## src/rtl/median_pkg.sv

```systemverilog
// Median driver shared types and constants.
// Window geometry and FSM encoding live here.
package median_pkg;

  localparam int WIN   = 9;
  localparam int IDX_W = $clog2(WIN + 1);

  typedef enum logic [1:0] {
    ST_FILL,
    ST_SEND,
    ST_WAIT,
    ST_HOLD
  } state_t;

  typedef logic [IDX_W-1:0] idx_t;

  function automatic logic is_last(input idx_t i);
    return i == idx_t'(WIN - 1);
  endfunction

endpackage

```

## src/rtl/median_driver_win_buf.sv

```systemverilog
// 3x3 window store: one write port, one read port.
// Entries are addressed in arrival order, 0..WIN-1.
module median_driver_win_buf
  import median_pkg::*;
#(
  parameter int WIDTH = 8
) (
  input  logic             CLK,
  input  logic             nRST,
  input  logic             i_we,
  input  idx_t             i_waddr,
  input  logic [WIDTH-1:0] i_wdata,
  input  idx_t             i_raddr,
  output logic [WIDTH-1:0] o_rdata
);

  logic [WIDTH-1:0] r_mem [WIN];
  logic [WIDTH-1:0] w_rdata;

  always_ff @(posedge CLK or negedge nRST) begin
    if (!nRST) begin
      for (int i = 0; i < WIN; i++)
        r_mem[i] <= '0;
    end else begin
      for (int i = 0; i < WIN; i++)
        if (i_we && i_waddr == idx_t'(i))
          r_mem[i] <= i_wdata;
    end
  end

  always_comb begin
    w_rdata = '0;
    for (int i = 0; i < WIN; i++)
      if (i_raddr == idx_t'(i))
        w_rdata = r_mem[i];
  end

  assign o_rdata = w_rdata;

endmodule

```

## src/rtl/median_driver.sv

```systemverilog
// Feeds 3x3 windows to an external median filter
// and captures its result with a WAIT timeout.
module median_driver
  import median_pkg::*;
#(
  parameter int WIDTH   = 8,
  parameter int TIMEOUT = 63
) (
  input  logic             CLK,
  input  logic             nRST,
  input  logic [WIDTH-1:0] PIX_IN,
  input  logic             PIX_VALID,
  output logic             PIX_READY,
  output logic [WIDTH-1:0] DI,
  output logic             DSI,
  input  logic [WIDTH-1:0] DO,
  input  logic             DSO,
  output logic [WIDTH-1:0] RES,
  output logic             RES_VALID,
  input  logic             RES_READY,
  output logic             ERR,
  input  logic             CLR_ERR
);

  localparam int TW = $clog2(TIMEOUT + 1);

  state_t           r_state;
  idx_t             r_cnt;
  idx_t             r_idx;
  logic [TW-1:0]    r_wcnt;
  logic [WIDTH-1:0] r_res;
  logic             r_res_valid;
  logic             r_err;

  logic             w_ready;
  logic             w_accept;
  logic             w_tmo;
  logic             w_send;
  logic [WIDTH-1:0] w_rdata;

  assign w_send   = (r_state == ST_SEND);
  assign w_ready  = (r_cnt < idx_t'(WIN)) && !w_send;
  assign w_accept = PIX_VALID && w_ready;
  // A DSO on the final WAIT cycle wins over the timeout.
  assign w_tmo    = (r_state == ST_WAIT) && !DSO &&
                    (r_wcnt == TW'(TIMEOUT));

  median_driver_win_buf #(
    .WIDTH (WIDTH)
  ) u_buf (
    .CLK     (CLK),
    .nRST    (nRST),
    .i_we    (w_accept),
    .i_waddr (r_cnt),
    .i_wdata (PIX_IN),
    .i_raddr (r_idx),
    .o_rdata (w_rdata)
  );

  always_ff @(posedge CLK or negedge nRST) begin
    if (!nRST) begin
      r_state     <= ST_FILL;
      r_cnt       <= '0;
      r_idx       <= '0;
      r_wcnt      <= '0;
      r_res       <= '0;
      r_res_valid <= 1'b0;
      r_err       <= 1'b0;
    end else begin
      if (w_accept)
        r_cnt <= r_cnt + 1'b1;

      if (w_tmo)
        r_err <= 1'b1;
      else if (CLR_ERR)
        r_err <= 1'b0;

      unique case (r_state)
        ST_FILL: begin
          if (r_cnt == idx_t'(WIN) ||
              (w_accept && r_cnt == idx_t'(WIN - 1))) begin
            r_state <= ST_SEND;
            r_idx   <= '0;
          end
        end
        ST_SEND: begin
          if (is_last(r_idx)) begin
            r_state <= ST_WAIT;
            r_cnt   <= '0;
            r_wcnt  <= '0;
            r_idx   <= '0;
          end else begin
            r_idx <= r_idx + 1'b1;
          end
        end
        ST_WAIT: begin
          if (DSO) begin
            r_res       <= DO;
            r_res_valid <= 1'b1;
            r_state     <= ST_HOLD;
          end else if (w_tmo) begin
            r_state <= ST_FILL;
          end else begin
            r_wcnt <= r_wcnt + 1'b1;
          end
        end
        ST_HOLD: begin
          if (RES_READY) begin
            r_res_valid <= 1'b0;
            r_state     <= ST_FILL;
          end
        end
        default: r_state <= ST_FILL;
      endcase
    end
  end

  // Strobe decodes straight from state so reset kills it at once.
  assign DSI       = w_send;
  assign DI        = w_send ? w_rdata : '0;
  assign PIX_READY = w_ready;
  assign RES       = r_res;
  assign RES_VALID = r_res_valid;
  assign ERR       = r_err;

endmodule

```

## config.mk

```make
export PLATFORM = sky130hd
export DESIGN_NAME = median_driver
export DESIGN_NICKNAME = d
export VERILOG_FILES = /design/src/rtl/median_pkg.sv /design/src/rtl/median_driver_win_buf.sv /design/src/rtl/median_driver.sv
export SDC_FILE = /design/constraint.sdc
export NUM_CORES = 1
export LEC_CHECK = 0
export CAP_MARGIN = 10
export CORE_MARGIN = 2
export CORE_UTILIZATION = 32
export DETAILED_ROUTE_END_ITERATION = 12
export PLACE_DENSITY = 0.47
export SLEW_MARGIN = 20
export SYNTH_ARGS = -nofsm -noshare
export SYNTH_HDL_FRONTEND = slang
export SYNTH_SLANG_ARGS = --single-unit
```

## constraint.sdc

```tcl
create_clock -name CLK -period 3.3 [get_ports CLK]
set_clock_uncertainty 0.2 [all_clocks]
set_input_delay 0.99 -clock CLK [delete_from_list [all_inputs] [get_ports CLK]]
set_output_delay 0.99 -clock CLK [all_outputs]
set_load 0.05 [all_outputs]
```

==> run_results.csv, run 1 <==
group,metric,value,unit
run_status,status,"finished with violations",
run_status,violations,"negative setup slack",
timing,setup_tns,-1.71,ns
logic_synthesis,ys_top_cells_by_area,"dfrtp_1 51%, mux2_2 17%, a221oi_1 2.9%, inv_1 2.7%, ha_1 2.6%",
global_routing,grt_max_degree,43,
layout,fill_cells,1301,
pwr,report.power.total,6.51,mW
drt,wl_per_cell,19.5,um
logic_synthesis,yosys_warnings,0,
drt,vias,3604,
worst_setup_path,path_cells,"ha_4 > buf_12 > or3_4 > a21oi_2 > a221oi_2 > buf_4 > o221ai_4 > buf_12",
logic_synthesis,synthesis.area,0.00480,mm^2
worst_setup_path,crit_path_start,"r_idx[1]",
layout,nets,523,
timing,fmax,283,MHz
cts,postCtsHoldBufs,0,
worst_setup_path,cp_slowest_cell,"or3_4",
min_path,hold_path_class,"reg2reg",
placement,dp_cells,655,
timing,final-hold-violation-count,0,
timing,drv_slew,0,
worst_setup_path,cp_slowest_stage_delay,0.50,ns
timing,tightestPinTransition,0.594,ns
cts,clkSinkCount,98,
layout,multi_input_area,0.00253,mm^2
timing,rsz0062_at_grt,"true",
logic_synthesis,netlist.area_leader.share,51.0,%
timing,fin_crit,3.53,ns
pwr,power.density,990,mW/mm^2
worst_setup_path,criticalPathCategory,"reg2out",
floorplanning,die_w,127,um
logic_synthesis,synth_cell_types,43,
layout,area_growth,36.7,%
layout,regArea,0.00245,mm^2
worst_setup_path,crit_cells,8,
timing,setup_ws,-0.235,ns
drt,finalWirelength,13.3,mm
worst_setup_path,crit_buf_inv,3,
layout,diodes,0,
logic_synthesis,async_flop_share,100,%
floorplanning,core_area,0.0146,mm^2
floorplanning,fp-row-count,44,
worst_setup_path,cp_max_fo,10,
cts,clk_pin_slew,0.07,ns
worst_setup_path,start_kind,"flip-flop",
drt,via_per_inst,5.30,
logic_synthesis,synth_ff_type,"dfrtp_1",
logic_synthesis,syn_inst,421,
global_routing,antenna_found_initial,0,
logic_synthesis,avgSynthCellArea,11.4,um^2
logic_synthesis,yosysSeqAreaShare,51.0,%
floorplanning,top_level_ports,42,
drt,final_antenna_net_count,0,
floorplanning,die_h,127,um
layout,final_cells,680,
timing,relSlewSlack,60.0,%
drt,drt-initial-drc-count,184,
cts,htreeDepth,3,
placement,hpwl,8.33,mm
logic_synthesis,ys_seq_elements,98,
worst_setup_path,cp-end-kind,"output port",
pwr,leakagePower,2.85,nW
global_routing,grt_pass1_vias,3888,
logic_synthesis,synth_top_area_cell,"dfrtp_1",
cts,cts_root_buffer,"clkbuf_16",
worst_setup_path,reg2reg_from,"r_state[0]",
timing,finalCritPeriodShare,107,%
logic_synthesis,synth-edff-count,0,
worst_setup_path,crit_arrival,2.34,ns
job,drv_cap,0,
floorplanning,start_util,32.9,%
global_routing,grtUsageTotal,17.5,%
cts,clock_latency,0.34,ns
global_routing,grt_pass1_wl,21.7,mm
placement,gp_congestion,0.772,
worst_setup_path,path_delay_family,"simple AND/OR/NAND/NOR gates",
worst_setup_path,cpMostUsedCell,"buf_12",
timing,setup-violations-final,8,
pwr,max-vdd-ir-drop,525,uV
worst_setup_path,ff2ff_path_depth,6,
min_path,holdPathStages,1,
layout,fin_util,45.0,%
worst_setup_path,worstPathRequired,2.11,ns
drt,route.detailed.drc,0,
cts,cts_tree,"built",
timing,fin_hold_ws,0.299,ns
placement,port_buffers,41,
layout,drive_above_1_share,35.9,%
drt,drt_first_pass_iters,4,
global_routing,overflow,0,
cts,cts_buffer_depth,2,
cts,numCtsBuffers,9,
min_path,hp-start,"u_buf.r_mem[54]",
floorplanning,die-area,0.0160,mm^2
logic_synthesis,synth_nets,453,
## layer usage
metal	track usage [%]	routed length (um)	vias to the layer above
met3	2.70	479	20
met5	0	0	-
met2	27.8	6180	83
li1	-	-	1661
met1	24.3	6350	1840
met4	5.95	240	0
## path summary, 6_finish.rpt
| kind | endpoint | slack, ns |
|---|---|---|
| setup / recovery | DI[5] | -0.23 |
| hold / removal | u_buf.r_mem[54] | 0.30 |
| setup reg to reg | u_buf.r_mem[67] | 1.07 |
| hold reg to reg | u_buf.r_mem[54] | 0.30 |
| max in group asynchronous | u_buf.r_mem[28] | 1.80 |
| min in group asynchronous | RES[6] | 0.39 |
## cell type report
| cell class | instances | share of cell area [%] |
|---|---|---|
| Timing Repair Buffer | 80 | 14.1 |
| Clock inverter | 3 | 0.343 |
| Multi-Input combinational cell | 267 | 38.6 |
| Clock buffer | 13 | 4.11 |
| Tap cell | 184 | 3.50 |
| Sequential cell | 98 | 37.3 |
| Inverter | 35 | 2.08 |
## flip-flops by register name, summed over array words and instances, names as in the netlist
register,cells
u_buf.r_mem,72
r_idx,4
RES_VALID,1
r_state,2
RES,8
ERR,1
r_wcnt,6
r_cnt,4
## cells in the mapped netlist (3+ instances only)
| cell | n |
|---|---|
| o31ai_1 | 3 |
| mux2_2 | 72 |
| a31o_2 | 3 |
| a221o_1 | 8 |
| nand2b_1 | 4 |
| a21oi_1 | 22 |
| a221oi_1 | 16 |
| nor2_1 | 20 |
| dfrtp_1 | 98 |
| a22oi_1 | 7 |
| nand2_1 | 26 |
| ha_1 | 10 |
| o21ai_0 | 17 |
| nand3_1 | 6 |
| o221ai_1 | 8 |
| xor2_1 | 4 |
| inv_1 | 34 |
| clkbuf_1 | 17 |
| mux2_1 | 8 |
## per-stage QoR
step           setup slack, ns  area (um^2)
5_1_grt                 -0.327         6570
3_3_place_gp            -0.153         5820
2_1_floorplan          -0.0563         4920
4_1_cts                 -0.238         6550
3_5_place_dp            -0.233         5820
6_report                -0.235         6570
## worst register-to-register path, cell delays in order (launching register included)
cell	delay (ns)
dfrtp_1	0.47
nand2b_1	0.16
buf_4	0.17
inv_2	0.08
nor4_2	0.30
nand2_1	0.36
mux2_2	0.38
## logic make-up after synthesis
kind of cell | share of synthesized area (%)
XOR/XNOR | 1.09
flip-flops | 51.0
AND/OR/NAND/NOR | 7.50
adder cells (fa/ha/maj) | 2.60
buffers and inverters | 4.43
multiplexers | 19.2
AO/OA/AOI/OAI | 14.2
## layout by cell type, fill, tap and decap left out, types with 10 or more instances in the layout
cell type | synthesis | layout
inv_1 | 34 | 32
a21oi_1 | 22 | 14
dfrtp_1 | 98 | 98
nor2_1 | 20 | 20
buf_4 | 0 | 31
o21ai_0 | 17 | 10
mux2_2 | 72 | 72
nand2_1 | 26 | 26
buf_12 | 0 | 13
clkdlybuf4s50_1 | 0 | 30
## where the power goes
group | total [mW] | internal [mW] | switching (mW)
sequential | 1.96 | 1.65 | 0.311
combinational | 3.50 | 1.66 | 1.84
clock | 1.04 | 0.576 | 0.466
## what timing repair did
item / in CTS / in global routing
hold endpoints to repair: 0 / 0
setup endpoints to repair: 8 / 8
pin swaps: 18 / 10
setup buffers: 9 / 2
cloned: 3 / 0
gates resized for setup: 55 / 8
(Power assumes the default switching activity.)
==> run 2: changes to the inputs <==
--- a/config.mk
+++ b/config.mk
@@ -9,7 +9,8 @@
 export CORE_MARGIN = 2
 export CORE_UTILIZATION = 32
 export DETAILED_ROUTE_END_ITERATION = 12
-export PLACE_DENSITY = 0.47
+export DONT_BUFFER_PORTS = 1
+export PLACE_DENSITY = 0.44
 export SLEW_MARGIN = 20
 export SYNTH_ARGS = -nofsm -noshare
 export SYNTH_HDL_FRONTEND = slang
==> run 2 against run 1 <==
Against the previous run: the run still ends with negative setup slack left; via count down 5.4%; first-iteration DRC count grew 4.3%; final cell count decreased by 5.7%; sequential share of layout area grew 2.4 points; worst hold slack got worse by 0.18 ns; sequential power grew 10%; worst setup slack better by 0.093 ns; critical path depth is 1 higher; fmax grew 2.7%; non-clock buffer count is 38 lower; global-route usage down 0.64 points; core utilization decreased by 2.7 points; critical path type unchanged.
==> run_results.csv, run 2 (synthesis gave the netlist of run 1 again) <==
group,metric,value,unit
floorplanning,die_w,127,um
drt,finalWirelength,12.8,mm
cts,clkSinkCount,98,
layout,area_growth,28.6,%
floorplanning,start_util,32.9,%
layout,layout_commonest_cell,"dfrtp_1",
drt,final_antenna_net_count,0,
placement,port_buffers,0,
timing,rsz0062_at_grt,"true",
drt,drt-initial-drc-count,192,
pwr,p_seq_share,34.0,%
pwr,combPwrFrac,47.0,%
worst_setup_path,start_kind,"flip-flop",
pwr,p_switching,2.50,mW
floorplanning,die-area,0.0160,mm^2
run_status,violations,"negative setup slack",
worst_setup_path,worstPathRequired,2.11,ns
timing,drv_slew,0,
worst_setup_path,reg2reg_from,"r_state[0]",
cts,cts_buffer_depth,2,
placement,gp_congestion,0.741,
worst_setup_path,cp_max_fo,11,
cts,cts_tree,"built",
min_path,hold_path_class,"in2async",
cts,clk_pin_slew,0.07,ns
worst_setup_path,criticalPathCategory,"reg2out",
timing,fmax,291,MHz
placement,place_area,0.00548,mm^2
layout,most-common-layout-cells,"97 x dfrtp_1, 72 x mux2_2, 32 x inv_1",
global_routing,overflow,0,
layout,diodes,0,
pwr,p_int,3.84,mW
worst_setup_path,r2r-end,"u_buf.r_mem[65]",
global_routing,grt_pass1_wl,20.5,mm
timing,relSlewSlack,60.8,%
floorplanning,top_level_ports,42,
layout,nets,485,
cts,clock_latency,0.35,ns
floorplanning,die_h,127,um
timing,setup_ws,-0.142,ns
job,drv_cap,0,
pwr,clkPwrFrac,19.0,%
worst_setup_path,crit_arrival,2.25,ns
drt,drt_first_pass_iters,4,
layout,final_cell_area,0.00618,mm^2
placement,preCtsSetupSlack,-0.114,ns
worst_setup_path,cp-end-kind,"output port",
global_routing,grtUsageTotal,16.8,%
drt,wl_per_cell,20.0,um
timing,finalCritPeriodShare,104,%
cts,cts_root_buffer,"clkbuf_16",
cts,postCtsHoldBufs,0,
timing,final-hold-violation-count,0,
layout,largest_reg_flops,72,
placement,hpwl,8.37,mm
timing,tightestPinTransition,0.582,ns
pwr,leakagePower,2.68,nW
cts,htreeDepth,3,
timing,fin_crit,3.44,ns
worst_setup_path,r2r_setup_slack,0.92,ns
layout,largest_register,"u_buf.r_mem",
global_routing,grt_max_degree,99,
worst_setup_path,ff2ff_path_depth,6,
global_routing,antenna_found_initial,0,
global_routing,grt_pass1_vias,3699,
pwr,switching_share,39.5,%
floorplanning,core_area,0.0146,mm^2
layout,fill_cells,1345,
floorplanning,fp-row-count,44,
layout,drive_above_1_share,38.9,%
timing,setup-violations-final,8,
pwr,power.density,1030,mW/mm^2
drt,route.detailed.drc,0,
run_status,status,"finished with violations",
drt,vias,3408,
cts,numCtsBuffers,9,
pwr,max-vdd-ir-drop,643,uV
drt,via_per_inst,5.32,
[run 2: cell types whose count changed in the layout (fill, tap and decap cells not counted), sizes merged]
cell,previous run,this run
inv,35,36
clkbuf,13,9
clkdlybuf4s50,30,0
clkinvlp,0,2
clkinv,3,0
bufinv,0,3
buf,47,41
bufbuf,3,1
[run 2: what timing repair did]
item / in CTS / in global routing
setup endpoints to repair: 8 / 8
gates resized for setup: 44 / 22
pin swaps: 17 / 12
setup buffers: 3 / 1
cloned: 1 / 0
[run 2: how the worst max path moves through the flow]
stage                  start     to  depth (start not counted)
CTS                 r_idx[0]  DI[0]                          7
global placement    r_idx[0]  DI[0]                          8
detailed placement  r_idx[0]  DI[0]                          8
finish              r_idx[1]  DI[3]                          9
floorplan           r_idx[0]  DI[0]                          7
global route        r_idx[0]  DI[1]                          8
[run 2: routing by layer]
metal  GRT usage (%)  part of all wire [%]  up-vias  wire, um
li1                -                     -     1598         -
met4            3.49                   1.1        0       147
met2            28.2                    49       63      6340
met3            5.02                   4.4       14       559
met5               0                     0        -         0
met1            21.6                    45     1733      5770
[run 2: power by group through the flow]
stage / clock network, mW / registers, mW / logic [mW]
floorplan: 0 / 2.06 / 1.68
global placement: 0 / 2.13 / 2.49
detailed placement: 0 / 2.15 / 2.52
CTS: 1.24 / 2.15 / 2.91
global route: 1.29 / 2.22 / 3.21
finish: 1.20 / 2.16 / 2.98
[run 2: critical path, cell delays in order, from the launching register on]
cell and delay, ns:
dfrtp_1 0.41, buf_4 0.17, ha_4 0.17, buf_12 0.14
buf_4 0.17, nor2b_2 0.17, buf_4 0.16, a22oi_2 0.20
o221ai_4 0.15, buf_12 0.17
[run 2: layout make-up]
class | instances | area, um^2 | area share, %
multi-input cells | 267 | 2520 | 40.7
clock buffers | 9 | 225 | 3.65
repair buffers | 42 | 504 | 8.16
inverters | 35 | 134 | 2.17
clock inverters | 6 | 114 | 1.84
well taps | 184 | 230 | 3.73
flip-flops and latches | 98 | 2450 | 39.7
[run 2: metrics by stage]
step                util, %  power (mW)  hold WS [ns]  TNS [ns]  cells
CTS                    41.9        6.30         0.113     -1.30    641
floorplan                 -        3.74         0.264    -0.113    421
global route           42.3        6.72         0.104     -1.60    641
detailed placement     37.6        4.66         0.282    -0.346    622
finish                 42.3        6.34         0.124    -0.972    641
global placement       37.6        4.62         0.275    -0.206    622
